### config.mk
export PLATFORM = sky130hd
export DESIGN_NAME = multicycle_control_unit
export DESIGN_NICKNAME = d
export VERILOG_FILES = /design/src/rtl/multicycle_control_unit_pkg.sv /design/src/rtl/multicycle_control_unit_alu_control_decoder.sv /design/src/rtl/multicycle_control_unit.sv
export SDC_FILE = /design/constraint.sdc
export NUM_CORES = 1
export LEC_CHECK = 0
export ABC_AREA = 1
export CORE_ASPECT_RATIO = 0.9
export CORE_MARGIN = 3
export CORE_UTILIZATION = 42
export DETAILED_ROUTE_END_ITERATION = 16
export PLACE_DENSITY_LB_ADDON = 0.05
export SETUP_SLACK_MARGIN = 0.3
export SYNTH_ARGS = -nofsm -noshare
export SYNTH_HDL_FRONTEND = slang
export SYNTH_SLANG_ARGS = --single-unit
### constraint.sdc
create_clock -name clk -period 1.8 [get_ports clk]
set_input_delay 0.36 -clock clk [delete_from_list [all_inputs] [get_ports clk]]
set_output_delay 0.36 -clock clk [all_outputs]
set_load 0.01 [all_outputs]
### src/rtl/multicycle_control_unit_pkg.sv
// Shared definitions for the multicycle MIPS control unit:
// ALU operation codes, opcode/funct constants, datapath select encodings,
// FSM state encoding and the ALU-decoder class selector.
package multicycle_control_unit_pkg;

    typedef enum logic [3:0] {
        ALU_AND = 4'b0000,
        ALU_OR  = 4'b0001,
        ALU_LUI = 4'b0010,
        ALU_ADD = 4'b0011,
        ALU_SLL = 4'b0100,
        ALU_NOR = 4'b0101,
        ALU_SRL = 4'b0110,
        ALU_SUB = 4'b0111
    } alu_op_e;

    localparam logic [5:0] OP_RTYPE = 6'h00;
    localparam logic [5:0] OP_J     = 6'h02;
    localparam logic [5:0] OP_BEQ   = 6'h04;
    localparam logic [5:0] OP_BNE   = 6'h05;
    localparam logic [5:0] OP_ADDI  = 6'h08;
    localparam logic [5:0] OP_ANDI  = 6'h0C;
    localparam logic [5:0] OP_ORI   = 6'h0D;
    localparam logic [5:0] OP_LUI   = 6'h0F;
    localparam logic [5:0] OP_LW    = 6'h23;
    localparam logic [5:0] OP_SW    = 6'h2B;

    localparam logic [5:0] FN_SLL = 6'h00;
    localparam logic [5:0] FN_SRL = 6'h02;
    localparam logic [5:0] FN_ADD = 6'h20;
    localparam logic [5:0] FN_SUB = 6'h22;
    localparam logic [5:0] FN_AND = 6'h24;
    localparam logic [5:0] FN_OR  = 6'h25;
    localparam logic [5:0] FN_NOR = 6'h27;

    localparam logic [1:0] SRCA_PC   = 2'd0;
    localparam logic [1:0] SRCA_REGA = 2'd1;
    localparam logic [1:0] SRCA_REGB = 2'd2;

    localparam logic [2:0] SRCB_REGB    = 3'd0;
    localparam logic [2:0] SRCB_FOUR    = 3'd1;
    localparam logic [2:0] SRCB_SIMM    = 3'd2;
    localparam logic [2:0] SRCB_SIMM_SH = 3'd3;
    localparam logic [2:0] SRCB_ZIMM    = 3'd4;
    localparam logic [2:0] SRCB_SHAMT   = 3'd5;

    localparam logic [1:0] PCSRC_ALU    = 2'd0;
    localparam logic [1:0] PCSRC_ALUOUT = 2'd1;
    localparam logic [1:0] PCSRC_JUMP   = 2'd2;

    typedef enum logic [3:0] {
        S_FETCH, S_DECODE, S_EXEC_R, S_R_WB, S_EXEC_I, S_I_WB,
        S_MEM_ADDR, S_MEM_READ, S_MEM_WB, S_MEM_WRITE,
        S_BRANCH, S_JUMP, S_HALT
    } state_e;

    // Which rule the ALU decoder applies in the current state.
    typedef enum logic [1:0] {
        CLS_ADD, CLS_SUB, CLS_R, CLS_I
    } alu_cls_e;

endpackage

### src/rtl/multicycle_control_unit_alu_control_decoder.sv
// ALU control decoder (combinational).
//   i_opcode/i_funct : instruction fields from the IR
//   i_cls            : fixed ADD, fixed SUB, R-type (by funct) or I-type (by opcode)
//   o_alu_op         : ALU operation code
//   o_legal          : funct/opcode is supported for the selected class
//   o_shift          : R-type shift (operands come from rt and shamt)
module alu_control_decoder
    import multicycle_control_unit_pkg::*;
(
    input  logic [5:0] i_opcode,
    input  logic [5:0] i_funct,
    input  alu_cls_e   i_cls,
    output logic [3:0] o_alu_op,
    output logic       o_legal,
    output logic       o_shift
);
    always_comb begin
        o_alu_op = ALU_ADD;
        o_legal  = 1'b1;
        o_shift  = 1'b0;
        case (i_cls)
            CLS_ADD: o_alu_op = ALU_ADD;
            CLS_SUB: o_alu_op = ALU_SUB;
            CLS_R: begin
                case (i_funct)
                    FN_ADD:  o_alu_op = ALU_ADD;
                    FN_SUB:  o_alu_op = ALU_SUB;
                    FN_AND:  o_alu_op = ALU_AND;
                    FN_OR:   o_alu_op = ALU_OR;
                    FN_NOR:  o_alu_op = ALU_NOR;
                    FN_SLL: begin o_alu_op = ALU_SLL; o_shift = 1'b1; end
                    FN_SRL: begin o_alu_op = ALU_SRL; o_shift = 1'b1; end
                    default: o_legal = 1'b0;
                endcase
            end
            CLS_I: begin
                case (i_opcode)
                    OP_ADDI: o_alu_op = ALU_ADD;
                    OP_ANDI: o_alu_op = ALU_AND;
                    OP_ORI:  o_alu_op = ALU_OR;
                    OP_LUI:  o_alu_op = ALU_LUI;
                    default: o_legal = 1'b0;
                endcase
            end
            default: o_alu_op = ALU_ADD;
        endcase
    end
endmodule

### src/rtl/multicycle_control_unit.sv
// Moore FSM controller for the multicycle MIPS datapath.
//   clk, reset(async, active low), opcode/funct from the IR, zero from the ALU,
//   mem_ready from memory. Outputs drive ALU op, operand selects, memory
//   strobes, IR/PC/register-file enables and the halted flag.
module multicycle_control_unit
    import multicycle_control_unit_pkg::*;
#(
    parameter bit ILLEGAL_HALT = 1'b1
) (
    input  logic       clk,
    input  logic       reset,
    input  logic [5:0] opcode,
    input  logic [5:0] funct,
    input  logic       zero,
    input  logic       mem_ready,
    output logic [3:0] alu_operation,
    output logic [1:0] alu_src_a,
    output logic [2:0] alu_src_b,
    output logic       i_or_d,
    output logic       mem_read,
    output logic       mem_write,
    output logic       ir_write,
    output logic       pc_write,
    output logic [1:0] pc_source,
    output logic       reg_write,
    output logic       reg_dst,
    output logic       mem_to_reg,
    output logic       halted
);
    localparam state_e ILLEGAL_NEXT = ILLEGAL_HALT ? S_HALT : S_FETCH;

    state_e     r_state, w_next;
    alu_cls_e   w_cls;
    logic       w_alu_en, w_legal, w_shift;
    logic [3:0] w_dec_op;
    logic [1:0] w_src_a, w_pc_source;
    logic [2:0] w_src_b;
    logic       w_i_or_d, w_mem_read, w_mem_write, w_ir_write, w_pc_write;
    logic       w_reg_write, w_reg_dst, w_mem_to_reg, w_halted;

    always_ff @(posedge clk or negedge reset) begin
        if (!reset) r_state <= S_FETCH;
        else        r_state <= w_next;
    end

    // Decoder class depends only on state, kept apart from the main
    // process so the decoder sits outside the next-state loop.
    always_comb begin
        w_cls    = CLS_ADD;
        w_alu_en = 1'b0;
        case (r_state)
            S_FETCH, S_DECODE, S_MEM_ADDR: w_alu_en = 1'b1;
            S_BRANCH: begin w_cls = CLS_SUB; w_alu_en = 1'b1; end
            S_EXEC_R: begin w_cls = CLS_R;   w_alu_en = 1'b1; end
            S_EXEC_I: begin w_cls = CLS_I;   w_alu_en = 1'b1; end
            default: ;
        endcase
    end

    alu_control_decoder u_alu_dec (
        .i_opcode (opcode),
        .i_funct  (funct),
        .i_cls    (w_cls),
        .o_alu_op (w_dec_op),
        .o_legal  (w_legal),
        .o_shift  (w_shift)
    );

    always_comb begin
        w_next       = S_FETCH;
        w_src_a      = SRCA_PC;
        w_src_b      = SRCB_REGB;
        w_pc_source  = PCSRC_ALU;
        w_i_or_d     = 1'b0;
        w_mem_read   = 1'b0;
        w_mem_write  = 1'b0;
        w_ir_write   = 1'b0;
        w_pc_write   = 1'b0;
        w_reg_write  = 1'b0;
        w_reg_dst    = 1'b0;
        w_mem_to_reg = 1'b0;
        w_halted     = 1'b0;
        case (r_state)
            S_FETCH: begin
                w_mem_read = 1'b1;
                w_src_b    = SRCB_FOUR;
                if (mem_ready) begin
                    w_ir_write = 1'b1;
                    w_pc_write = 1'b1;
                    w_next     = S_DECODE;
                end
            end
            S_DECODE: begin
                w_src_b = SRCB_SIMM_SH;
                case (opcode)
                    OP_RTYPE:                      w_next = S_EXEC_R;
                    OP_ADDI, OP_ANDI, OP_ORI, OP_LUI: w_next = S_EXEC_I;
                    OP_LW, OP_SW:                  w_next = S_MEM_ADDR;
                    OP_BEQ, OP_BNE:                w_next = S_BRANCH;
                    OP_J:                          w_next = S_JUMP;
                    default:                       w_next = ILLEGAL_NEXT;
                endcase
            end
            S_EXEC_R: begin
                w_src_a = w_shift ? SRCA_REGB  : SRCA_REGA;
                w_src_b = w_shift ? SRCB_SHAMT : SRCB_REGB;
                w_next  = w_legal ? S_R_WB : ILLEGAL_NEXT;
            end
            S_R_WB: begin
                w_reg_write = 1'b1;
                w_reg_dst   = 1'b1;
            end
            S_EXEC_I: begin
                w_src_a = SRCA_REGA;
                w_src_b = (opcode == OP_ADDI) ? SRCB_SIMM : SRCB_ZIMM;
                w_next  = S_I_WB;
            end
            S_I_WB:     w_reg_write = 1'b1;
            S_MEM_ADDR: begin
                w_src_a = SRCA_REGA;
                w_src_b = SRCB_SIMM;
                w_next  = (opcode == OP_SW) ? S_MEM_WRITE : S_MEM_READ;
            end
            S_MEM_READ: begin
                w_mem_read = 1'b1;
                w_i_or_d   = 1'b1;
                w_next     = mem_ready ? S_MEM_WB : S_MEM_READ;
            end
            S_MEM_WB: begin
                w_reg_write  = 1'b1;
                w_mem_to_reg = 1'b1;
            end
            S_MEM_WRITE: begin
                w_mem_write = 1'b1;
                w_i_or_d    = 1'b1;
                w_next      = mem_ready ? S_FETCH : S_MEM_WRITE;
            end
            S_BRANCH: begin
                w_src_a     = SRCA_REGA;
                w_pc_source = PCSRC_ALUOUT;
                w_pc_write  = (opcode == OP_BNE) ? ~zero : zero;
            end
            S_JUMP: begin
                w_pc_source = PCSRC_JUMP;
                w_pc_write  = 1'b1;
            end
            S_HALT: begin
                w_halted = 1'b1;
                w_next   = S_HALT;
            end
            default: w_next = S_FETCH;
        endcase
    end

    // Reset gates every output combinationally so a mid-access abort drops
    // strobes immediately, not at the next clock.
    assign alu_operation = (reset && w_alu_en) ? w_dec_op : 4'd0;
    assign alu_src_a     = reset ? w_src_a      : 2'd0;
    assign alu_src_b     = reset ? w_src_b      : 3'd0;
    assign pc_source     = reset ? w_pc_source  : 2'd0;
    assign i_or_d        = reset & w_i_or_d;
    assign mem_read      = reset & w_mem_read;
    assign mem_write     = reset & w_mem_write;
    assign ir_write      = reset & w_ir_write;
    assign pc_write      = reset & w_pc_write;
    assign reg_write     = reset & w_reg_write;
    assign reg_dst       = reset & w_reg_dst;
    assign mem_to_reg    = reset & w_mem_to_reg;
    assign halted        = reset & w_halted;

endmodule

==> results of run 1 <==
[metrics by stage]
step	TNS, ns	hold WS (ns)	util (%)	area [um^2]	instances
floorplan	0	0.0644	-	858	158
global placement	-8.32	0.704	85.4	1510	253
detailed placement	-9.23	0.717	85.4	1510	253
CTS	-0.521	0.336	92.4	1640	267
[logic make-up after synthesis]
kind of cell / Yosys count / share of synthesized area, %
AO/OA/AOI/OAI: 28 / 19.8
buffers and inverters: 28 / 13.0
flip-flops: 4 / 11.9
other: 1 / 0.447
AND/OR/NAND/NOR: 97 / 54.8
[per-layer routing]
layer | global-route usage (%) | overflow
met5 | 0 | 0
met4 | 75.7 | 15
met3 | 52.5 | 0
met2 | 82.2 | 22
met1 | 62.9 | 0
[what timing repair did]
| action | CTS |
|---|---|
| buffers inserted | 11 |
| pin swaps | 12 |
| endpoints found under the hold margin | 0 |
| gates resized for setup | 122 |
| endpoints found under the setup margin | 23 |
==> impl_metrics.xml, run 1 <==
<?xml version="1.0" encoding="UTF-8"?>
<metrics>
  <group name="logic_synthesis">
    <metric name="ys_ff_latch" unit="">4</metric>
    <metric name="yosys_warnings" unit="">0</metric>
    <metric name="mappedNetlistArea" unit="um^2">838</metric>
    <metric name="ys_top_cells_by_count" unit="">nand2_1, nor2_1, inv_1</metric>
    <metric name="synth_seq_area_share" unit="%">11.9</metric>
    <metric name="synth_edf_count" unit="">0</metric>
    <metric name="yosysTopAreaCellShare" unit="%">13.9</metric>
    <metric name="yosys-top-cells-area" unit="">nand2_1, nor2_1, dfrtp_1, inv_1, nand3_1</metric>
    <metric name="syn_inst" unit="">158</metric>
    <metric name="synth_cell_type_count" unit="">26</metric>
    <metric name="async_reset_ff_share" unit="%">100</metric>
    <metric name="synth-main-ff-cell" unit="">dfrtp_1</metric>
    <metric name="synth_fp_nets" unit="">174</metric>
    <metric name="dominant_cell_type_by_area_after_synthesis" unit="">nand2_1</metric>
    <metric name="avgSynthCellArea" unit="um^2">5.31</metric>
  </group>
  <group name="placement">
    <metric name="pre_cts_setup_slack" unit="ns">-0.742</metric>
    <metric name="place.gp.congestion" unit="">0.964</metric>
    <metric name="post-dp-hpwl" unit="um">2500</metric>
    <metric name="port_buffers" unit="">34</metric>
  </group>
  <group name="timing">
    <metric name="grt-worst-endpoint" unit="">alu_operation[0]</metric>
    <metric name="worstEpCategory" unit="">top-level output</metric>
  </group>
  <group name="floorplanning">
    <metric name="initial_utilization" unit="%">47.4</metric>
    <metric name="dieHeight" unit="um">48.4</metric>
    <metric name="fp-row-count" unit="">14</metric>
    <metric name="die_width" unit="um">53.1</metric>
    <metric name="io_pins" unit="">36</metric>
  </group>
  <group name="clock_network">
    <metric name="cts-htree-levels" unit="">1</metric>
    <metric name="root_cell_of_the_clock_tree" unit="">clkbuf_4</metric>
    <metric name="max-clock-path-buffers" unit="">2</metric>
    <metric name="cts_inserted_buffers" unit="">3</metric>
    <metric name="clock_sink_count" unit="">4</metric>
    <metric name="holdBufCountCts" unit="">0</metric>
  </group>
  <group name="run_status">
    <metric name="flow.stopped_at" unit="">global routing</metric>
    <metric name="run_status" unit="">stopped before the end</metric>
    <metric name="error" unit="">[ERROR GRT-0232] Routing congestion too high. Check the congestion heatmap in the GUI.</metric>
  </group>
  <group name="global_route">
    <metric name="grt_max_degree" unit="">8</metric>
    <metric name="globalRouteOverflowTotal" unit="">37</metric>
    <metric name="groute.usage.overall" unit="%">66.8</metric>
  </group>
</metrics>
==> run 2: changes to the inputs <==
Settings changed: CORE_AREA set to 3 3 64 66, CORE_ASPECT_RATIO 0.9 to unset, CORE_MARGIN 3 to unset, CORE_UTILIZATION 42 to unset, DIE_AREA set to 0 0 67 69, PLACE_DENSITY_LB_ADDON 0.05 to 0.15, SETUP_SLACK_MARGIN 0.3 to unset.
==> impl_metrics.xml, run 2 <==
<?xml version="1.0" encoding="UTF-8"?>
<metrics>
  <group name="floorplanning">
    <metric name="initial_utilization" unit="%">23.1</metric>
    <metric name="die_width" unit="um">67</metric>
    <metric name="dieArea" unit="um^2">4620</metric>
    <metric name="floorplan.core_area" unit="um^2">3630</metric>
    <metric name="dieHeight" unit="um">69</metric>
    <metric name="fp-row-count" unit="">22</metric>
    <metric name="io_pins" unit="">36</metric>
  </group>
  <group name="setup_path">
    <metric name="worst_r2r_startpoint" unit="">r_state[3]$_DFF_PN0_</metric>
    <metric name="end_kind" unit="">primary output</metric>
    <metric name="required" unit="ns">1.44</metric>
    <metric name="startpoint" unit="">r_state[2]$_DFF_PN0_</metric>
    <metric name="timing.critical_path.from_type" unit="">register</metric>
    <metric name="timing_worst_setup_path_type" unit="">register to primary output</metric>
    <metric name="critical_path_peak_fanout" unit="">5</metric>
    <metric name="timing.critical_path.arrival" unit="ns">1.50</metric>
  </group>
  <group name="power">
    <metric name="power_density" unit="nW/um^2">831</metric>
    <metric name="switchingPower" unit="uW">658</metric>
    <metric name="power.share.sequential" unit="%">12.6</metric>
    <metric name="pwr-share-clk" unit="%">12.9</metric>
    <metric name="power_switching_share" unit="%">45.1</metric>
    <metric name="p_total" unit="uW">1460</metric>
    <metric name="internal_cell_power" unit="uW">801</metric>
    <metric name="leak_pwr" unit="uW">0.000919</metric>
    <metric name="p_comb_share" unit="%">74.4</metric>
    <metric name="ir_drop" unit="V">0.000272</metric>
  </group>
  <group name="final_layout">
    <metric name="filler_cells" unit="">401</metric>
    <metric name="drive_gt1_share" unit="%">49.2</metric>
    <metric name="area_delta_synth_final" unit="%">109</metric>
    <metric name="design.final.nets" unit="">270</metric>
    <metric name="largest_reg_flops" unit="">4</metric>
    <metric name="final_cell_mix" unit="">buf_4, nand2_1, nor2_1</metric>
    <metric name="antenna_cells" unit="">0</metric>
    <metric name="design_area" unit="um^2">1750</metric>
    <metric name="mostFrequentLayoutCell" unit="">buf_4</metric>
    <metric name="largest_registers" unit="">r_state: 4 flops</metric>
    <metric name="max_flop_register" unit="">r_state</metric>
  </group>
  <group name="placement">
    <metric name="post-dp-hpwl" unit="um">2590</metric>
    <metric name="pre_cts_setup_slack" unit="ns">-0.679</metric>
    <metric name="placed_area" unit="um^2">1570</metric>
    <metric name="port_buffers" unit="">34</metric>
    <metric name="place.gp.congestion" unit="">0.868</metric>
  </group>
  <group name="logic_synthesis">
    <metric name="dominant_cell_type_by_area_after_synthesis" unit="">nand2_1</metric>
    <metric name="ys_ff_latch" unit="">4</metric>
    <metric name="yosys_warnings" unit="">0</metric>
    <metric name="async_reset_ff_share" unit="%">100</metric>
    <metric name="mappedNetlistArea" unit="um^2">838</metric>
    <metric name="yosys-top-cells-area" unit="">nand2_1, nor2_1, dfrtp_1, inv_1, nand3_1</metric>
    <metric name="yosysTopAreaCellShare" unit="%">13.9</metric>
    <metric name="synth-main-ff-cell" unit="">dfrtp_1</metric>
    <metric name="synth_cell_type_count" unit="">26</metric>
    <metric name="synth_edf_count" unit="">0</metric>
    <metric name="syn_inst" unit="">158</metric>
    <metric name="synth_fp_nets" unit="">174</metric>
    <metric name="ys_top_cells_by_count" unit="">nand2_1, nor2_1, inv_1</metric>
    <metric name="avgSynthCellArea" unit="um^2">5.31</metric>
    <metric name="synth_seq_area_share" unit="%">11.9</metric>
  </group>
  <group name="timing">
    <metric name="final.min_clock_period" unit="ns">1.86</metric>
    <metric name="slew_violations" unit="">0</metric>
    <metric name="fin_ws" unit="ns">-0.0572</metric>
    <metric name="setup_repair_after_global_routing_missed_its_margin" unit="">yes</metric>
    <metric name="setup_total_negative_slack" unit="ns">-0.318</metric>
    <metric name="portion_of_the_clock_cycle_consumed_by_the_worst_path_in_the_final_layout" unit="%">103</metric>
    <metric name="finClkSkew" unit="ns">0.00198</metric>
    <metric name="finalHoldViolations" unit="">0</metric>
    <metric name="timing.final.setup_violations" unit="">11</metric>
    <metric name="max_freq" unit="MHz">538</metric>
  </group>
  <group name="clock_network">
    <metric name="clock_sink_count" unit="">4</metric>
    <metric name="cts_inserted_buffers" unit="">3</metric>
    <metric name="max-clock-path-buffers" unit="">2</metric>
    <metric name="clock_latency" unit="ns">0.22</metric>
    <metric name="tritoncts" unit="">yes</metric>
    <metric name="cts-htree-levels" unit="">1</metric>
    <metric name="clk_pin_slew_worst_paths" unit="ns">0.03</metric>
    <metric name="root_cell_of_the_clock_tree" unit="">clkbuf_8</metric>
  </group>
  <group name="global_route">
    <metric name="grt_max_degree" unit="">8</metric>
    <metric name="grt_pass1_vias" unit="">1279</metric>
    <metric name="groute.usage.overall" unit="%">14.9</metric>
    <metric name="globalRouteOverflowTotal" unit="">0</metric>
    <metric name="first_pass_grt_wire_length" unit="um">5460</metric>
    <metric name="grt_antenna_before_repair" unit="">0</metric>
  </group>
  <group name="flow_run">
    <metric name="cap_violations" unit="">0</metric>
  </group>
  <group name="drt">
    <metric name="viasPerCell" unit="">4.44</metric>
    <metric name="first_pass_iters" unit="">4</metric>
    <metric name="drc_errors" unit="">0</metric>
    <metric name="ant_nets_after_route" unit="">0</metric>
    <metric name="num_vias" unit="">1332</metric>
    <metric name="routed_wire_length_per_instance" unit="um">11.1</metric>
    <metric name="drt_wl_total" unit="um">3330</metric>
    <metric name="drt-initial-drc-count" unit="">57</metric>
  </group>
  <group name="min_path">
    <metric name="hold_path.class" unit="">input pin to async pin</metric>
  </group>
  <group name="run_status">
    <metric name="violations" unit="">negative setup slack</metric>
    <metric name="run_status" unit="">finished with violations</metric>
  </group>
</metrics>
-- run 2: cell counts after synthesis --
Identical to the previous run, type by type.
-- run 2: layer usage --
metal  wire, um  global-route usage, %
met2       1670                   26.4
met3        135                   1.14
met1       1480                   18.1
met5          0                      0
met4         46                   5.41
-- run 2: logic make-up after synthesis --
family,synth area share [%]
flip-flops,11.9
AND/OR/NAND/NOR,54.8
AO/OA/AOI/OAI,19.8
other,0.447
buffers and inverters,13.0
-- run 2: stage by stage --
step,util [%],hold WS (ns),instances
after floorplan,-,0.0644,158
after global placement,43.1,0.774,283
after detailed placement,43.1,0.774,283
after CTS,46.7,0.360,298
after global routing,48.3,0.379,300
final,48.3,0.351,300
-- run 2: path summary, 6_finish.rpt --
| kind | cells after the start | to | slack [ns] |
|---|---|---|---|
| worst max-delay path | 6 | alu_src_b[0] | -0.06 |
| worst min-delay path | 3 | r_state[0]$_DFF_PN0_ | 0.35 |
| worst max register to register | 8 | r_state[3]$_DFF_PN0_ | 0.32 |
| worst min register to register | 4 | r_state[3]$_DFF_PN0_ | 0.82 |
| max in group asynchronous | 3 | r_state[3]$_DFF_PN0_ | 1.34 |
| min in group clk | 5 | r_state[0]$_DFF_PN0_ | 0.80 |
-- run 2: worst max-delay path, stage by stage (launching register included) --
cell and delay, ns:
dfrtp_2 0.44, nor2_4 0.13, inv_2 0.07, nor2_4 0.17, nand4_4 0.13, a31oi_1 0.18, buf_2 0.15
-- run 2: layout make-up --
class | count | area (um^2) | share of cell area [%]
clock buffers | 3 | 41.3 | 2.35
inverters | 26 | 101 | 5.78
multi-input cells | 126 | 741 | 42.2
flip-flops and latches | 4 | 103 | 5.85
well taps | 48 | 60.1 | 3.42
repair buffers | 93 | 708 | 40.4
-- run 2: power by group through the flow --
| stage | Combinational (uW) | Clock, uW | Sequential, uW |
|---|---|---|---|
| 3_3_place_gp | 1020 | 0 | 169 |
| 4_1_cts | 995 | 191 | 172 |
| 2_1_floorplan | 472 | 0 | 164 |
| 6_report | 1090 | 189 | 184 |
| 3_5_place_dp | 1010 | 0 | 168 |
| 5_1_grt | 1190 | 203 | 189 |
-- run 2: repair_timing --
action                                  in CTS  in global routing
pin swaps                                   17                  6
setup buffers                               12                  2
hold buffers                                 0                  0
endpoints found under the setup margin      19                 19
resized for setup                          102                 19
No activity file was read; power rests on OpenSTA's default activity.
==> run 3: changes to the inputs <==
Settings changed: SKIP_LAST_GASP set to 1.
==> impl_metrics.xml, run 3 (synthesis results as in run 2) <==
<?xml version="1.0" encoding="UTF-8"?>
<metrics>
  <group name="min_path">
    <metric name="hold_path.class" unit="">input pin to async pin</metric>
  </group>
  <group name="global_route">
    <metric name="grt_pass1_vias" unit="">1277</metric>
    <metric name="groute.usage.overall" unit="%">14.9</metric>
    <metric name="first_pass_grt_wire_length" unit="um">5460</metric>
    <metric name="grt_max_degree" unit="">8</metric>
    <metric name="globalRouteOverflowTotal" unit="">0</metric>
    <metric name="grt_antenna_before_repair" unit="">0</metric>
  </group>
  <group name="flow_run">
    <metric name="cap_violations" unit="">0</metric>
  </group>
  <group name="final_layout">
    <metric name="largest_registers" unit="">r_state: 4 flops</metric>
    <metric name="antenna_cells" unit="">0</metric>
    <metric name="design_area" unit="um^2">1780</metric>
    <metric name="design.final.nets" unit="">273</metric>
    <metric name="mostFrequentLayoutCell" unit="">buf_4</metric>
    <metric name="final_cell_mix" unit="">buf_4, nand2_1, inv_1, nor2_1, buf_2</metric>
    <metric name="max_flop_register" unit="">r_state</metric>
    <metric name="largest_reg_flops" unit="">4</metric>
    <metric name="area_delta_synth_final" unit="%">113</metric>
    <metric name="drive_gt1_share" unit="%">52.2</metric>
    <metric name="filler_cells" unit="">399</metric>
  </group>
  <group name="setup_path">
    <metric name="regToRegEndpoint" unit="">r_state[0]$_DFF_PN0_</metric>
    <metric name="end_kind" unit="">primary output</metric>
    <metric name="worst_r2r_startpoint" unit="">r_state[2]$_DFF_PN0_</metric>
    <metric name="timing.critical_path.arrival" unit="ns">1.49</metric>
    <metric name="timing.critical_path.slowest_cell_delay" unit="ns">0.42</metric>
    <metric name="critPathBufInv" unit="">3</metric>
    <metric name="r2r_cells" unit="">10</metric>
    <metric name="r2r_setup_slack" unit="ns">0.33</metric>
    <metric name="critPathSlowestCell" unit="">dfrtp_1</metric>
    <metric name="required" unit="ns">1.44</metric>
    <metric name="critical_path_peak_fanout" unit="">4</metric>
    <metric name="critical-path-top-delay-family" unit="">flip-flops</metric>
    <metric name="timing_worst_setup_path_type" unit="">register to primary output</metric>
    <metric name="crit_path_cell_trace" unit="">nor2_4 &gt; nand2_4 &gt; buf_4 &gt; o21ai_4 &gt; o21ai_1 &gt; inv_1 &gt; a21oi_2 &gt; buf_2</metric>
    <metric name="timing.critical_path.from_type" unit="">register</metric>
  </group>
  <group name="clock_network">
    <metric name="clk_pin_slew_worst_paths" unit="ns">0.03</metric>
    <metric name="max-clock-path-buffers" unit="">2</metric>
    <metric name="cts-htree-levels" unit="">1</metric>
    <metric name="clock_sink_count" unit="">4</metric>
    <metric name="root_cell_of_the_clock_tree" unit="">clkbuf_8</metric>
    <metric name="tritoncts" unit="">yes</metric>
    <metric name="cts_inserted_buffers" unit="">3</metric>
    <metric name="holdBufCountCts" unit="">0</metric>
    <metric name="clock_latency" unit="ns">0.22</metric>
  </group>
  <group name="timing">
    <metric name="slew_violations" unit="">0</metric>
    <metric name="portion_of_the_clock_cycle_consumed_by_the_worst_path_in_the_final_layout" unit="%">103</metric>
    <metric name="fin_ws" unit="ns">-0.0522</metric>
    <metric name="max_freq" unit="MHz">540</metric>
    <metric name="setup_total_negative_slack" unit="ns">-0.295</metric>
    <metric name="final.min_clock_period" unit="ns">1.85</metric>
    <metric name="setup_repair_after_global_routing_missed_its_margin" unit="">yes</metric>
    <metric name="fin_hold_ws" unit="ns">0.354</metric>
    <metric name="finalHoldViolations" unit="">0</metric>
    <metric name="finClkSkew" unit="ns">0.00185</metric>
    <metric name="timing.final.setup_violations" unit="">8</metric>
  </group>
  <group name="drt">
    <metric name="num_vias" unit="">1338</metric>
    <metric name="drc_errors" unit="">0</metric>
    <metric name="viasPerCell" unit="">4.42</metric>
    <metric name="ant_nets_after_route" unit="">0</metric>
    <metric name="routed_wire_length_per_instance" unit="um">11.2</metric>
    <metric name="first_pass_iters" unit="">4</metric>
    <metric name="drt_wl_total" unit="um">3400</metric>
    <metric name="drt-initial-drc-count" unit="">57</metric>
  </group>
  <group name="placement">
    <metric name="placed_area" unit="um^2">1570</metric>
    <metric name="port_buffers" unit="">34</metric>
    <metric name="place.gp.congestion" unit="">0.868</metric>
    <metric name="post-dp-hpwl" unit="um">2590</metric>
  </group>
  <group name="floorplanning">
    <metric name="die_width" unit="um">67</metric>
    <metric name="floorplan.core_area" unit="um^2">3630</metric>
    <metric name="initial_utilization" unit="%">23.1</metric>
    <metric name="io_pins" unit="">36</metric>
    <metric name="dieHeight" unit="um">69</metric>
    <metric name="fp-row-count" unit="">22</metric>
    <metric name="dieArea" unit="um^2">4620</metric>
  </group>
  <group name="run_status">
    <metric name="violations" unit="">negative setup slack</metric>
    <metric name="run_status" unit="">finished with violations</metric>
  </group>
  <group name="power">
    <metric name="power_density" unit="nW/um^2">870</metric>
    <metric name="leak_pwr" unit="uW">0.000935</metric>
    <metric name="ir_drop" unit="V">0.000293</metric>
    <metric name="p_total" unit="uW">1550</metric>
  </group>
</metrics>
-- run 3: worst max path at each step --
stage | cells past startpoint | from | endpoint | slack, ns
2_1_floorplan | 5 | r_state[2]$_DFF_PN0_ | alu_operation[0] | 0.25
3_3_place_gp | 8 | funct[5] | alu_operation[2] | -0.64
3_5_place_dp | 8 | opcode[0] | pc_write | -0.68
4_1_cts | 7 | r_state[3]$_DFF_PN0_ | alu_operation[1] | -0.11
5_1_grt | 7 | r_state[2]$_DFF_PN0_ | alu_operation[0] | -0.14
6_report | 8 | r_state[0]$_DFF_PN0_ | alu_operation[1] | -0.05
-- run 3: power breakdown --
part	total (uW)	switching (uW)	internal, uW
Sequential	182	54.7	127
Clock	188	45.7	142
Combinational	1180	597	584
Total	1550	697	854
-- run 3: final cells by class --
cell class              instances  area, um^2  share of cell area, %
flip-flops and latches          4         104                   5.82
multi-input cells             126         762                   42.7
repair buffers                 96         714                   40.1
well taps                      48        60.1                   3.37
clock buffers                   3        41.3                   2.32
inverters                      26         101                   5.68
-- run 3: routing by layer --
| metal | up-vias | wire length, um | track usage (%) |
|---|---|---|---|
| met5 | - | 0 | 0 |
| met4 | 0 | 41 | 5.41 |
| met3 | 4 | 162 | 1.14 |
| met2 | 34 | 1740 | 26.4 |
| met1 | 590 | 1450 | 18.1 |
| li1 | 710 | - | - |
-- run 3: timing repair --
action | in CTS | in global routing
pin swaps | 16 | 10
setup endpoints to repair | 19 | 19
resized for setup | 101 | 32
setup buffers | 12 | 5
-- run 3: stage by stage --
| stage | worst slack, ns | util [%] | cells |
|---|---|---|---|
| finish | -0.0522 | 49.1 | 303 |
| global route | -0.140 | 49.1 | 303 |
| CTS | -0.108 | 46.6 | 298 |
| detailed placement | -0.679 | 43.1 | 283 |
| global placement | -0.637 | 43.1 | 283 |
| floorplan | 0.247 | - | 158 |
-- run 3: worst min-delay path: stages --
cell and delay (ns):
dlygate4sd2_1 0.26, buf_4 0.15, buf_4 0.12
